--- config.mk ---
export PLATFORM = sky130hd
export DESIGN_NAME = fifo_ptr_flags
export DESIGN_NICKNAME = d
export VERILOG_FILES = /design/src/rtl/fifo_ptr_flags.sv
export SDC_FILE = /design/constraint.sdc
export NUM_CORES = 1
export LEC_CHECK = 0
export BUFFER_PORTS_ARGS = -buffer_cell sky130_fd_sc_hd__buf_2
export CAP_MARGIN = 20
export CORE_MARGIN = 2
export CORE_UTILIZATION = 49
export CTS_CLUSTER_DIAMETER = 30
export CTS_CLUSTER_SIZE = 10
export DETAILED_ROUTE_END_ITERATION = 7
export MAX_ROUTING_LAYER = met4
export PLACE_DENSITY = 0.74
export SLEW_MARGIN = 15
export SYNTH_ARGS = -nofsm -noshare
export SYNTH_HDL_FRONTEND = slang
export SYNTH_SLANG_ARGS = --single-unit
--- constraint.sdc ---
create_clock -name clock -period 2.49 [get_ports clock]
set_input_delay 0.1245 -clock clock [delete_from_list [all_inputs] [get_ports clock]]
set_output_delay 0.1245 -clock clock [all_outputs]
set_load 0.02 [all_outputs]
--- src/rtl/fifo_ptr_flags.sv ---
// Read/write pointer and status-flag generator for a small dual-port-RAM FIFO.
// Wrap-phase bits on each pointer separate full from empty; every output is registered.
module fifo_ptr_flags #(
    parameter int ADDR_W    = 2,
    parameter int DEPTH     = 4,
    parameter int AEMPTY_TH = 1,
    parameter int AFULL_TH  = 3
) (
    input  logic              clock,
    input  logic              reset,
    input  logic              clear_i,
    input  logic              wr_en_i,
    input  logic              rd_en_i,
    output logic [ADDR_W-1:0] wr_ptr_o,
    output logic [ADDR_W-1:0] rd_ptr_o,
    output logic              wr_phase_o,
    output logic              rd_phase_o,
    output logic              empty_o,
    output logic              full_o,
    output logic              almost_empty_o,
    output logic              almost_full_o,
    output logic [ADDR_W:0]   level_o,
    output logic              overflow_o,
    output logic              underflow_o
);

    localparam logic [ADDR_W-1:0] LAST_PTR = ADDR_W'(DEPTH - 1);
    localparam logic [ADDR_W:0]   DEPTH_W  = (ADDR_W + 1)'(DEPTH);
    localparam logic [ADDR_W:0]   AE_TH    = (ADDR_W + 1)'(AEMPTY_TH);
    localparam logic [ADDR_W:0]   AF_TH    = (ADDR_W + 1)'(AFULL_TH);
    // Almost-flag values at level 0, shared by reset and clear.
    localparam logic              AE_RST   = (AEMPTY_TH >= 0);
    localparam logic              AF_RST   = (AFULL_TH <= 0);

    logic [ADDR_W-1:0] wr_ptr_q, wr_ptr_d;
    logic [ADDR_W-1:0] rd_ptr_q, rd_ptr_d;
    logic              wr_phase_q, wr_phase_d;
    logic              rd_phase_q, rd_phase_d;
    logic              empty_q, empty_d;
    logic              full_q, full_d;
    logic              aempty_q, aempty_d;
    logic              afull_q, afull_d;
    logic [ADDR_W:0]   level_q, level_d;
    logic              overflow_q, overflow_d;
    logic              underflow_q, underflow_d;

    logic wr_acc;
    logic rd_acc;

    assign wr_acc = wr_en_i & ~full_q & ~clear_i;
    assign rd_acc = rd_en_i & ~empty_q & ~clear_i;

    always_comb begin
        wr_ptr_d    = wr_ptr_q;
        wr_phase_d  = wr_phase_q;
        rd_ptr_d    = rd_ptr_q;
        rd_phase_d  = rd_phase_q;
        overflow_d  = overflow_q | (wr_en_i & full_q);
        underflow_d = underflow_q | (rd_en_i & empty_q);

        if (wr_acc) begin
            if (wr_ptr_q == LAST_PTR) begin
                wr_ptr_d   = '0;
                wr_phase_d = ~wr_phase_q;
            end else begin
                wr_ptr_d = wr_ptr_q + 1'b1;
            end
        end

        if (rd_acc) begin
            if (rd_ptr_q == LAST_PTR) begin
                rd_ptr_d   = '0;
                rd_phase_d = ~rd_phase_q;
            end else begin
                rd_ptr_d = rd_ptr_q + 1'b1;
            end
        end

        if (clear_i) begin
            wr_ptr_d    = '0;
            wr_phase_d  = 1'b0;
            rd_ptr_d    = '0;
            rd_phase_d  = 1'b0;
            overflow_d  = 1'b0;
            underflow_d = 1'b0;
        end

        // Flags follow the next-state pointers so they move on the same edge.
        empty_d = (wr_ptr_d == rd_ptr_d) & (wr_phase_d == rd_phase_d);
        full_d  = (wr_ptr_d == rd_ptr_d) & (wr_phase_d != rd_phase_d);

        if (wr_phase_d == rd_phase_d) begin
            level_d = {1'b0, wr_ptr_d} - {1'b0, rd_ptr_d};
        end else begin
            level_d = DEPTH_W - {1'b0, rd_ptr_d} + {1'b0, wr_ptr_d};
        end

        aempty_d = (level_d <= AE_TH);
        afull_d  = (level_d >= AF_TH);
    end

    always_ff @(posedge clock or posedge reset) begin
        if (reset) begin
            wr_ptr_q    <= '0;
            rd_ptr_q    <= '0;
            wr_phase_q  <= 1'b0;
            rd_phase_q  <= 1'b0;
            empty_q     <= 1'b1;
            full_q      <= 1'b0;
            aempty_q    <= AE_RST;
            afull_q     <= AF_RST;
            level_q     <= '0;
            overflow_q  <= 1'b0;
            underflow_q <= 1'b0;
        end else begin
            wr_ptr_q    <= wr_ptr_d;
            rd_ptr_q    <= rd_ptr_d;
            wr_phase_q  <= wr_phase_d;
            rd_phase_q  <= rd_phase_d;
            empty_q     <= empty_d;
            full_q      <= full_d;
            aempty_q    <= aempty_d;
            afull_q     <= afull_d;
            level_q     <= level_d;
            overflow_q  <= overflow_d;
            underflow_q <= underflow_d;
        end
    end

    assign wr_ptr_o       = wr_ptr_q;
    assign rd_ptr_o       = rd_ptr_q;
    assign wr_phase_o     = wr_phase_q;
    assign rd_phase_o     = rd_phase_q;
    assign empty_o        = empty_q;
    assign full_o         = full_q;
    assign almost_empty_o = aempty_q;
    assign almost_full_o  = afull_q;
    assign level_o        = level_q;
    assign overflow_o     = overflow_q;
    assign underflow_o    = underflow_q;

endmodule
==> impl_metrics.ini, run 1 <==
[cells_and_area]
final_cell_mix = buf_2 (19), dfrtp_1 (13), nor2_1 (9)
final_cells = 102
antenna_cells = 0
final_util = 0.650
area_growth_pct = 20.7
fillerInstances = 114
final_layout_size_suffix_gt1_frac = 0.368
fin_nets = 98
final_common_cell = buf_2

[critical_path]
critical_path_arrival_ns = 2.42
crit_end = almost_full_o
path_class = flip-flop to flip-flop
reg2reg_depth = 11
crit_required_ns = 2.68
r2r_end = almost_full_o
reg2reg_from = wr_ptr_o[0]
end_kind = flip-flop
cp_max_fo = 4
cp-start-kind = flip-flop
r2r_slack_ns = 0.26
critical_path.startpoint = wr_ptr_o[0]

[power_and_ir_drop]
vdd_ir_drop_max_uv = 306
p_per_area_nw_per_um2 = 715
p_leak_uw = 0.000513

[route]
drcViolationCount = 0
wl_um = 1330
ant_nets = 0
wl_per_cell_um = 13.0
drt_pass1_iterations = 4
drt_iter0_markers = 9
vias = 548
routed_via_density = 5.37

[yosys]
synthArstFlopShare = 1.00
synth_top_area_share = 0.448
synth_seq_cells = 15
ys.flop_type = dfrtp_1
seq_area_frac_synth = 0.520
syn_inst = 64
synth_warnings = 0
syn_area_per_cell_um2 = 11.4
synth-edff-count = 0
synth_area_um2 = 727
synth_fp_nets = 74
yosys.area.top_type = dfrtp_1
ys_types = 25
synthTopCellsByArea = dfrtp_1 (45%), dfstp_2 (7.2%), ha_1 (6.9%)

[die]
initial_core_util = 0.538
io_pins = 20
dieArea_um2 = 1810
core_area_um2 = 1350
die_y_um = 42.5
rows = 13
fp.dieW_um = 42.5

[grt]
grt_pass1_vias = 535
track_usage = 0.180
grt_pass1_wl_um = 2260
grt_max_degree = 16
antenna_found_initial = 0
grt.overflow.total = 0

[clock_tree]
clk_latency_ns = 0.29
numCtsBuffers = 3
cts_max_level = 1
root_buffer = clkbuf_4
cts_resized = 0
cts_num_sinks = 15
clk_pin_slew_worst_paths_ns = 0.10
hold_buffers = 1
cts_tree = built
cts_buffer_depth = 2
cts_setup_buffers = 0

[placed_design]
placed_cells_incl_taps = 97
portBuffers = 19
pre_cts_ws_ns = 0.251
gp_congestion = 0.713
hpwl_um = 1020

[run]
max-cap-violations = 0

[timing]
setup_viol = 0
worst_pin_slew_ns = 0.542
fin_crit_sh = 0.897
min_period_ns = 2.23
slew_viol_final = 0
slew_headroom = 0.639
rsz0062_at_grt = false
setup_ws_ns = 0.255
finalClockSkew_ns = 0.00811
fin_setup_tns_ns = 0
hold_violations = 0
fmax_mhz = 447

[worst_hold_path]
hp-start = wr_en_i
hold_path_class = primary input to flip-flop

[status]
status = finished, final reports clean
==> flip-flops by register name, summed over array words and instances, names as in the netlist <==
name	flops
rd_phase_o	1
empty_o	1
wr_phase_o	1
full_o	1
almost_full_o	1
rd_ptr_o	2
underflow_o	1
overflow_o	1
almost_empty_o	1
level_o	3
wr_ptr_o	2
==> per-layer routing <==
layer  vias up  routed length (um)  track usage
li1        257                   -            -
met1       267                 560        0.182
met2        22                 680        0.302
met3         2                  76       0.0517
met4         0                  11        0.113
met5         -                   0            -
==> cell type report <==
class	instances	area, um^2	share of cell area
flip-flops and latches	15	378	0.431
multi-input cells	41	319	0.364
repair buffers	20	105	0.120
inverters	7	26.3	0.0300
clock buffers	3	22.5	0.0257
well taps	15	18.8	0.0214
clock inverters	1	7.51	0.00856
==> critical path, cell delays in order, from the launching register on <==
cell     delay, ns
dfrtp_1       0.42
ha_1          0.24
nor3_1        0.17
a21oi_1       0.05
or2_2         0.29
ha_1          0.20
inv_1         0.06
fa_1          0.18
inv_1         0.04
a31oi_1       0.16
a32oi_2       0.15
a21o_1        0.18
==> cell usage after synthesis (2+ instances only) <==
library cell  number
nor3_1             3
or2_2              2
a21oi_1            5
dfrtp_1           13
mux2i_1            2
ha_1               4
xor2_1             2
nor2_1             9
dfstp_2            2
inv_1              7
==> through the flow <==
stage / total power [uW] / cell area (um^2) / hold slack, ns
floorplan: 429 / 727 / 0.0245
global placement: 479 / 837 / 0.194
detailed placement: 485 / 837 / 0.192
CTS: 632 / 877 / 0.116
global route: 665 / 877 / 0.138
finish: 627 / 877 / 0.117
==> worst min-delay path by stage <==
stage	depth (start not counted)	slack, ns	end
floorplan	1	0.02	almost_full_o
global placement	2	0.19	wr_ptr_o[1]
detailed placement	2	0.19	wr_ptr_o[1]
CTS	3	0.12	overflow_o
global route	3	0.14	overflow_o
finish	3	0.12	overflow_o
==> power breakdown <==
part           switching, uW  internal (uW)  total (uW)
Combinational            110           66.2         177
Clock                   84.7           61.0         146
Sequential              17.8            287         305
==> logic make-up (layout without fill, tap and decap cells) <==
group,Yosys count,count (layout),share of synthesized area
and+or+nand+nor,22,22,0.181
AOI/OAI and AO/OA,8,8,0.0757
buffers and inverters,8,31,0.0413
xor gates and xnor gates,4,4,0.0585
DFF,15,15,0.520
muxes,2,2,0.0275
adders and majority gates,5,5,0.0964
Note: power is estimated with default switching activity, not from simulation.
==> run 2: changes to the inputs <==
==> constraint.sdc (replaced) <==
create_clock -name clock -period 2.49 [get_ports clock]
set_input_delay 0.1245 -clock clock [delete_from_list [all_inputs] [get_ports clock]]
set_output_delay 0.1245 -clock clock [all_outputs]
set_load 0.1 [all_outputs]
==> run 2 against run 1 <==
Effect of this change: register-to-register slack hardly changed; sequential cell count stayed put; via count is 8.4% lower; first-iteration DRC count is 67% lower; sequential power hardly changed; critical path depth stayed put; final cell count stayed put.
==> impl_metrics.ini, run 2 (synthesized netlist as in run 1, its figures left out) <==
[status]
status = finished, final reports clean

[cells_and_area]
multiInputGateArea_um2 = 319
largest_reg_flops = 3
final_util = 0.652
fillerInstances = 122
final_common_cell = buf_2
final_cells = 102
area_growth_pct = 21.2
fin_nets = 98
antenna_cells = 0
seq_area_um2 = 384
final_layout_size_suffix_gt1_frac = 0.425
final_cell_mix = buf_2 (19), nor2_1 (9), dfrtp_1 (8)

[critical_path]
cp_max_fo = 4
critical_path_buf_inv_count = 2
critical_path_arrival_ns = 2.44
crit_path_top_delay_cell = dfrtp_2
slowest_delay_ns = 0.43
crit_required_ns = 2.71
cp-start-kind = flip-flop
path_cells = ha_1, nor3_1, a21oi_1, nor2_1, ha_1, inv_1, fa_1, inv_1, a31oi_1, a32oi_2, a21o_1
r2r_end = almost_full_o
reg2reg_from = rd_ptr_o[0]
path_delay_family = adder cells
r2r_slack_ns = 0.27
critical_path.startpoint = rd_ptr_o[0]
path_class = flip-flop to flip-flop
reg2reg_depth = 11
crit_cells = 11
end_kind = flip-flop

[timing]
slew_headroom = 0.636
setup_viol = 0
finalClockSkew_ns = 0.00488
fmax_mhz = 450
slew_viol_final = 0
fin_setup_tns_ns = 0
fin_crit_sh = 0.893
min_period_ns = 2.22
hold_violations = 0
setup_ws_ns = 0.267
worst_pin_slew_ns = 0.546
rsz0062_at_grt = false

[die]
io_pins = 20
initial_core_util = 0.538
die_y_um = 42.5
dieArea_um2 = 1810
core_area_um2 = 1350
fp.dieW_um = 42.5
rows = 13

[power_and_ir_drop]
p_per_area_nw_per_um2 = 948
p_leak_uw = 0.000509
p_total_uw = 835
vdd_ir_drop_max_uv = 363

[route]
drcViolationCount = 0
vias = 502
drt_iter0_markers = 3
routed_via_density = 4.92
drt_pass1_iterations = 4
ant_nets = 0
wl_um = 1130
wl_per_cell_um = 11.0

[clock_tree]
cts_buffer_depth = 2
clk_pin_slew_worst_paths_ns = 0.09
cts_num_sinks = 15
root_buffer = clkbuf_4
cts_max_level = 1
clk_latency_ns = 0.28
cts_resized = 0
numCtsBuffers = 3
cts_setup_buffers = 0
hold_buffers = 1
cts_tree = built

[placed_design]
placed_cells_incl_taps = 97
gp_congestion = 0.704
pre_cts_ws_ns = 0.267
portBuffers = 19

[worst_hold_path]
hold_path_end = overflow_o
hp-start = wr_en_i
hold_path_class = primary input to flip-flop
holdPathStages = 3

[grt]
grt_pass1_wl_um = 1950
grt_max_degree = 16
track_usage = 0.152
antenna_found_initial = 0
grt.overflow.total = 0
grt_pass1_vias = 494

[run]
max-cap-violations = 0
==> run 2: worst register-to-register path, delay by kind of cell (launching register included) <==
kind,cells,cell delay [ns]
AOI/OAI and AO/OA,4,0.50
adders and majority gates,3,0.79
buffers and inverters,2,0.11
DFF,1,0.43
and+or+nand+nor,2,0.34
==> run 2: worst max-delay path by stage <==
stage | endpoint | slack, ns
2_1_floorplan | almost_full_o | 0.08
5_1_grt | almost_full_o | 0.11
3_3_place_gp | almost_full_o | 0.32
3_5_place_dp | almost_full_o | 0.27
4_1_cts | almost_full_o | 0.24
6_report | almost_full_o | 0.27
==> run 2: through the flow <==
stage	hold slack [ns]	instance area, um^2
floorplan	0.0242	733
global placement	0.194	843
detailed placement	0.205	843
CTS	0.115	881
global route	0.166	881
finish	0.124	881
==> run 2: report_power, final <==
part	leakage, uW	internal, uW	switching, uW
registers	0.000189	288	15.5
clock network	0.0000177	59.5	74.4
logic	0.000303	65.2	333
==> run 2: layout make-up <==
cell class                      count  share of cell area
Sequential cell                    15               0.436
Clock inverter                      1             0.00568
Timing Repair Buffer               20               0.119
Multi-Input combinational cell     41               0.362
Inverter                            7              0.0298
Clock buffer                        3              0.0256
Tap cell                           15              0.0213
==> run 2: per-layer routing <==
metal | GRT usage | share of wire | wire length (um) | vias up
met2 | 0.252 | 0.49 | 554 | 10
li1 | - | - | - | 256
met4 | 0.0938 | 0.013 | 15 | 0
met5 | - | 0 | 0 | -
met3 | 0.0259 | 0.040 | 45 | 2
met1 | 0.168 | 0.45 | 510 | 234
